## config.mk

```make
export PLATFORM = sky130hd
export DESIGN_NAME = bus_timer_multi
export DESIGN_NICKNAME = d
export VERILOG_FILES = /design/src/rtl/bus_timer_multi.sv
export SDC_FILE = /design/constraint.sdc
export NUM_CORES = 1
export LEC_CHECK = 0
export BUFFER_PORTS_ARGS = -buffer_cell sky130_fd_sc_hd__buf_2
export CORE_UTILIZATION = 39
export CTS_CLUSTER_SIZE = 14
export DETAILED_ROUTE_END_ITERATION = 10
export GPL_ROUTABILITY_DRIVEN = 0
export PLACE_DENSITY = 0.64
export SLEW_MARGIN = 15
export SYNTH_ARGS = -nofsm -noshare
export SYNTH_HDL_FRONTEND = slang
export SYNTH_SLANG_ARGS = --single-unit
```

## constraint.sdc

```tcl
create_clock -name CLK -period 4.8 [get_ports CLK]
set_input_delay 0.48 -clock CLK [delete_from_list [all_inputs] [get_ports CLK]]
set_output_delay 0.48 -clock CLK [all_outputs]
set_load 0.02 [all_outputs]
```

## src/rtl/bus_timer_multi.sv

```systemverilog
// bus_timer_multi: bus-mapped multi-channel interval timer.
// One shared prescaler tick drives NUM_CH periodic/one-shot counters.
module bus_timer_multi #(
    parameter logic [7:0] BASE_ADDR = 8'hE0,
    parameter int         NUM_CH    = 4,
    parameter int         PRESCALE  = 100000,
    parameter int         CNT_WIDTH = 16
) (
    input  logic              CLK,
    input  logic              RESET,
    input  logic [7:0]        BUS_ADDR,
    input  logic              BUS_WE,
    input  logic [7:0]        BUS_DATA_IN,
    output logic [7:0]        BUS_DATA_OUT,
    output logic              BUS_DATA_OE,
    output logic [NUM_CH-1:0] INTERRUPT_RAISE,
    input  logic [NUM_CH-1:0] INTERRUPT_ACK
);

    localparam int PW = $clog2(PRESCALE);
    localparam logic [PW-1:0] PS_LAST = PW'(PRESCALE - 1);
    localparam logic [PW-1:0] PS_ONE = PW'(1);
    localparam logic [8:0] LO = {1'b0, BASE_ADDR};
    localparam logic [8:0] SPAN = 9'(4 * NUM_CH);
    localparam logic [CNT_WIDTH-1:0] C_ONE = CNT_WIDTH'(1);

    logic [PW-1:0] pre_q;
    logic [PW-1:0] pre_d;
    logic          tick;

    always_comb begin
        tick  = (pre_q == PS_LAST);
        pre_d = tick ? '0 : pre_q + PS_ONE;
    end

    always_ff @(posedge CLK or negedge RESET) begin
        if (!RESET) begin
            pre_q <= '0;
        end else begin
            pre_q <= pre_d;
        end
    end

    logic [8:0] addr_ext;
    logic [8:0] off;
    logic       hit;
    logic       wr_en;
    logic       rd_en;
    logic [2:0] sel_ch;
    logic [1:0] sel_reg;

    always_comb begin
        addr_ext = {1'b0, BUS_ADDR};
        off      = addr_ext - LO;
        hit      = (addr_ext >= LO) && (off < SPAN);
        wr_en    = hit && BUS_WE;
        rd_en    = hit && !BUS_WE;
        sel_ch   = off[4:2];
        sel_reg  = off[1:0];
    end

    logic [NUM_CH-1:0][7:0] per_lo;
    logic [NUM_CH-1:0][7:0] per_hi;
    logic [NUM_CH-1:0][7:0] ctrl_rd;
    logic [NUM_CH-1:0][7:0] stat_rd;

    for (genvar c = 0; c < NUM_CH; c++) begin : g_ch
        logic [15:0]          per_q;
        logic [15:0]          per_d;
        logic                 en_q;
        logic                 en_d;
        logic                 os_q;
        logic                 os_d;
        logic                 pend_q;
        logic                 pend_d;
        logic [CNT_WIDTH-1:0] cnt_q;
        logic [CNT_WIDTH-1:0] cnt_d;
        logic [CNT_WIDTH-1:0] per_eff;
        logic [5:0]           cnt6;
        logic                 wr_ch;
        logic                 fire;

        if (CNT_WIDTH >= 6) begin : g_wide
            assign cnt6 = cnt_q[5:0];
        end else begin : g_narrow
            assign cnt6 = 6'(cnt_q);
        end

        always_comb begin
            per_eff = per_q[CNT_WIDTH-1:0];
            wr_ch   = wr_en && (sel_ch == 3'(c));
            fire    = tick && en_q && (per_eff != '0)
                      && (cnt_q >= per_eff - C_ONE);
            per_d   = per_q;
            en_d    = en_q;
            os_d    = os_q;
            cnt_d   = cnt_q;
            pend_d  = pend_q;

            if (tick && en_q) begin
                if (per_eff == '0) begin
                    cnt_d = '0;
                end else if (fire) begin
                    cnt_d = '0;
                    if (os_q) begin
                        en_d = 1'b0;
                    end
                end else begin
                    cnt_d = cnt_q + C_ONE;
                end
            end

            // Bus write lands after the tick update so it overrides auto-clear.
            if (wr_ch) begin
                case (sel_reg)
                    2'd0: per_d[7:0]  = BUS_DATA_IN;
                    2'd1: per_d[15:8] = BUS_DATA_IN;
                    2'd2: begin
                        en_d = BUS_DATA_IN[0];
                        os_d = BUS_DATA_IN[1];
                        if (BUS_DATA_IN[0] && !en_q) begin
                            cnt_d = '0;
                        end
                    end
                    default: ;
                endcase
            end

            if (fire) begin
                pend_d = 1'b1;
            end else if (INTERRUPT_ACK[c]) begin
                pend_d = 1'b0;
            end
        end

        always_ff @(posedge CLK or negedge RESET) begin
            if (!RESET) begin
                per_q  <= '0;
                en_q   <= 1'b0;
                os_q   <= 1'b0;
                pend_q <= 1'b0;
                cnt_q  <= '0;
            end else begin
                per_q  <= per_d;
                en_q   <= en_d;
                os_q   <= os_d;
                pend_q <= pend_d;
                cnt_q  <= cnt_d;
            end
        end

        assign per_lo[c]          = per_q[7:0];
        assign per_hi[c]          = per_q[15:8];
        assign ctrl_rd[c]         = {6'd0, os_q, en_q};
        assign stat_rd[c]         = {cnt6, en_q, pend_q};
        assign INTERRUPT_RAISE[c] = pend_q;
    end

    logic [7:0] rd_q;
    logic [7:0] rd_d;
    logic       oe_q;
    logic       oe_d;

    always_comb begin
        rd_d = 8'h00;
        oe_d = rd_en;
        for (int c = 0; c < NUM_CH; c++) begin
            if (rd_en && (sel_ch == 3'(c))) begin
                case (sel_reg)
                    2'd0:    rd_d = per_lo[c];
                    2'd1:    rd_d = per_hi[c];
                    2'd2:    rd_d = ctrl_rd[c];
                    default: rd_d = stat_rd[c];
                endcase
            end
        end
    end

    always_ff @(posedge CLK or negedge RESET) begin
        if (!RESET) begin
            rd_q <= 8'h00;
            oe_q <= 1'b0;
        end else begin
            rd_q <= rd_d;
            oe_q <= oe_d;
        end
    end

    assign BUS_DATA_OUT = rd_q;
    assign BUS_DATA_OE  = oe_q;

endmodule

```

==> flow_summary.toml <==
[sta]
period_share_pct = 90.21
fmax_ghz = 0.2309
fin_crit_ns = 4.330
fin_tns_setup_ns = 0
final-setup-viol-count = 0
hold_viol = 0
grt_setup_unrepaired = "false"
maxSlewHeadroom_pct = 33.93
slew_viol_final = 0
hold_slack_ns = 0.1034
setup_slack_ns = 0.4698
tightestPinTransition_ns = 0.9865
fin_skew_ns = 0.01977

[power_and_ir_drop]
p_per_area_mw_per_mm2 = 240.8
power_frac_clock_pct = 47.1
intPower_uw = 2158
seq_power_share_pct = 47.8
power_uw = 2947
p_leak_uw = 0.005544
vdd.ir_drop.worst_mv = 0.2382
sw_frac_of_total_pct = 26.78
p_comb_share_pct = 5.1
switchingPower_uw = 789.0

[placed_design]
hpwl_um = 20650
place_area_mm2 = 0.01165
numPortBuffers = 35
pre_cts_slack_ns = 0.4627

[logic_synthesis]
synth.avg_cell_area_um2 = 9.409
yosysTopAreaCell = "dfrtp_1"
synthDistinctLibCells = 72
seq_area_frac_synth_pct = 37.22
synthCells = 1186
synth_top_area_share_pct = 37.22
yosys_register_bits = 166
ys_async_sr_fraction_pct = 100.0
synth_area_leaders = "dfrtp_1, ha_1, nand2_1, xnor2_1, mux2_2"
synthesis.nets = 1283
ys_warn_count = 0
yosys.cell_count.top_type = "dfrtp_1"
syn_area_mm2 = 0.01116
netlist_top_cells_count = "dfrtp_1, nand2_1, nor2_1"
synth_edf_count = 0
synthFlopType = "dfrtp_1"

[clock_network]
ctsHtreeMaxLevel = 4
cts_buffers = 17
post_cts_buffers = 0
postCtsHoldBufs = 0
clock_latency_ns = 0.44
root_buffer = "clkbuf_16"
cts_buffer_depth = 2
cts_tree = "built"
cts.repair.resized = 0
path_clk_slew_ns = 0.08
cts.sinks = 166

[layout]
fin_nets = 1294
insertedDiodeCount = 0
final_area_mm2 = 0.01224
syn_to_final_growth_pct = 9.642
drive_above_1_share_pct = 11.82

[grt]
grtUsageTotal_pct = 20.74
antenna_found_initial = 1
grt_max_degree = 85
grt_pass1_wl_um = 47370
grt-ovfl-total = 0
grt_pass1_vias = 9046

[die]
initial_core_util_pct = 39.95
ios = 36
die_w_um = 171.2
core_area_mm2 = 0.02793
dieHeight_um = 171.2
die_area_mm2 = 0.02929
rows = 61

[setup_path]
required_ns = 5.11
cp-startpoint = "g_ch[0].per_eff[5]$_DFFE_PN0P_"
path_max_fanout = 16
rr_endpoint = "g_ch[0].cnt_q[5]$_DFF_PN0_"
end_kind = "flip-flop"
criticalPathCategory = "flip-flop to flip-flop"
ff2ff_setup_slack_ns = 0.47
endpoint = "g_ch[0].cnt_q[5]$_DFF_PN0_"
cp-start-kind = "flip-flop"
r2r_cells = 12
rr_startpoint = "g_ch[0].per_eff[5]$_DFFE_PN0P_"
arrival_ns = 4.64

[detailed_routing]
firstDrtPassIters = 5
routedWlPerCell_um = 18.19
antenna_left = 0
vias_per_cell = 5.732
drtIter0Drc = 744
routed_wl_um = 28890
vias = 9103
drcViolationCount = 0

[run]
drv_cap = 0

[min_path]
hold_class = "primary input to async pin"

[status]
status = "completed"
cell usage in the layout (no fill, tap or decap), types with 23 or more instances in the layout:
cell type / count
nand3_1: 58
xor2_1: 25
dfrtp_1: 166
a31oi_1: 30
nor2_1: 76
inv_1: 37
nor3_1: 43
nand4_1: 35
buf_2: 34
o21ai_0: 23
mux2_2: 39
xnor2_1: 51
nand2_1: 134
mux2i_1: 36
a21oi_1: 45
ha_1: 74
area by class of cell:
| cell class | instances | area [um^2] |
|---|---|---|
| Timing Repair Buffer | 43 | 241.5 |
| Multi-Input combinational cell | 931 | 6638 |
| Fill cell | 2705 | 15700 |
| Sequential cell | 166 | 4154 |
| Inverter | 38 | 142.6 |
| Clock inverter | 14 | 147.6 |
| Clock buffer | 18 | 439.2 |
| Tap cell | 378 | 473.0 |
cell families after synthesis:
logic type               count (synthesis)  share of synthesized area [%]
AND/OR/NAND/NOR                        475                          22.00
AO/OA/AOI/OAI                          198                          11.60
flip-flops                             166                          37.22
multiplexers                           108                          11.54
buffers and inverters                   89                          3.375
XOR/XNOR                                76                          5.965
adder cells (fa/ha/maj)                 74                          8.297
per-stage QoR:
step,std cells,util [%]
detailed placement,1556,41.70
global route,1588,43.80
CTS,1588,43.80
finish,1588,43.80
floorplan,1186,-
global placement,1556,41.70
worst max-delay path: stages, from the launching register on:
cell and delay, ns:
dfrtp_1 0.45, or4_1 0.60, or4_1 0.48, nor4_1 0.26, xnor2_1 0.12, ha_1 0.32
nand4_1 0.12, or3_1 0.40, a2111oi_0 0.71, nor4_4 0.22, buf_4 0.26, a31oi_1 0.17
a21oi_1 0.08
worst min-delay path by stage:
| stage | end | slack, ns | cells after the start |
|---|---|---|---|
| after global routing | g_ch[1].pend_q$_DFFE_PN0P_ | 0.16 | 1 |
| after CTS | g_ch[3].cnt_q[11]$_DFF_PN0_ | 0.14 | 1 |
| final | g_ch[3].cnt_q[11]$_DFF_PN0_ | 0.10 | 1 |
| after floorplan | BUS_DATA_OE$_DFF_PN0_ | 0.18 | 0 |
| after detailed placement | pre_q[0]$_DFF_PN0_ | 0.45 | 1 |
| after global placement | pre_q[0]$_DFF_PN0_ | 0.44 | 1 |
power groups by stage:
| stage | logic, uW | registers [uW] | clock network [uW] |
|---|---|---|---|
| final | 151 | 1410 | 1390 |
| after global routing | 168 | 1410 | 1480 |
| after CTS | 153 | 1410 | 1420 |
| after detailed placement | 152 | 1440 | 0 |
| after global placement | 150 | 1440 | 0 |
| after floorplan | 78.8 | 1430 | 0 |
metal layers:
layer	global-route usage (%)	routed length, um
met3	3.192	1203
met2	33.58	13520
met1	28.37	13690
met4	6.328	469
met5	0	10
sequential cells by signal, indices dropped and copies added (netlist names):
register / cells
BUS_DATA_OUT: 8
g_ch.per_eff: 64
BUS_DATA_OE: 1
g_ch.en_q: 4
pre_q: 17
g_ch.os_q: 4
g_ch.cnt_q: 64
g_ch.pend_q: 4
Note: power is estimated with default switching activity, not from simulation.
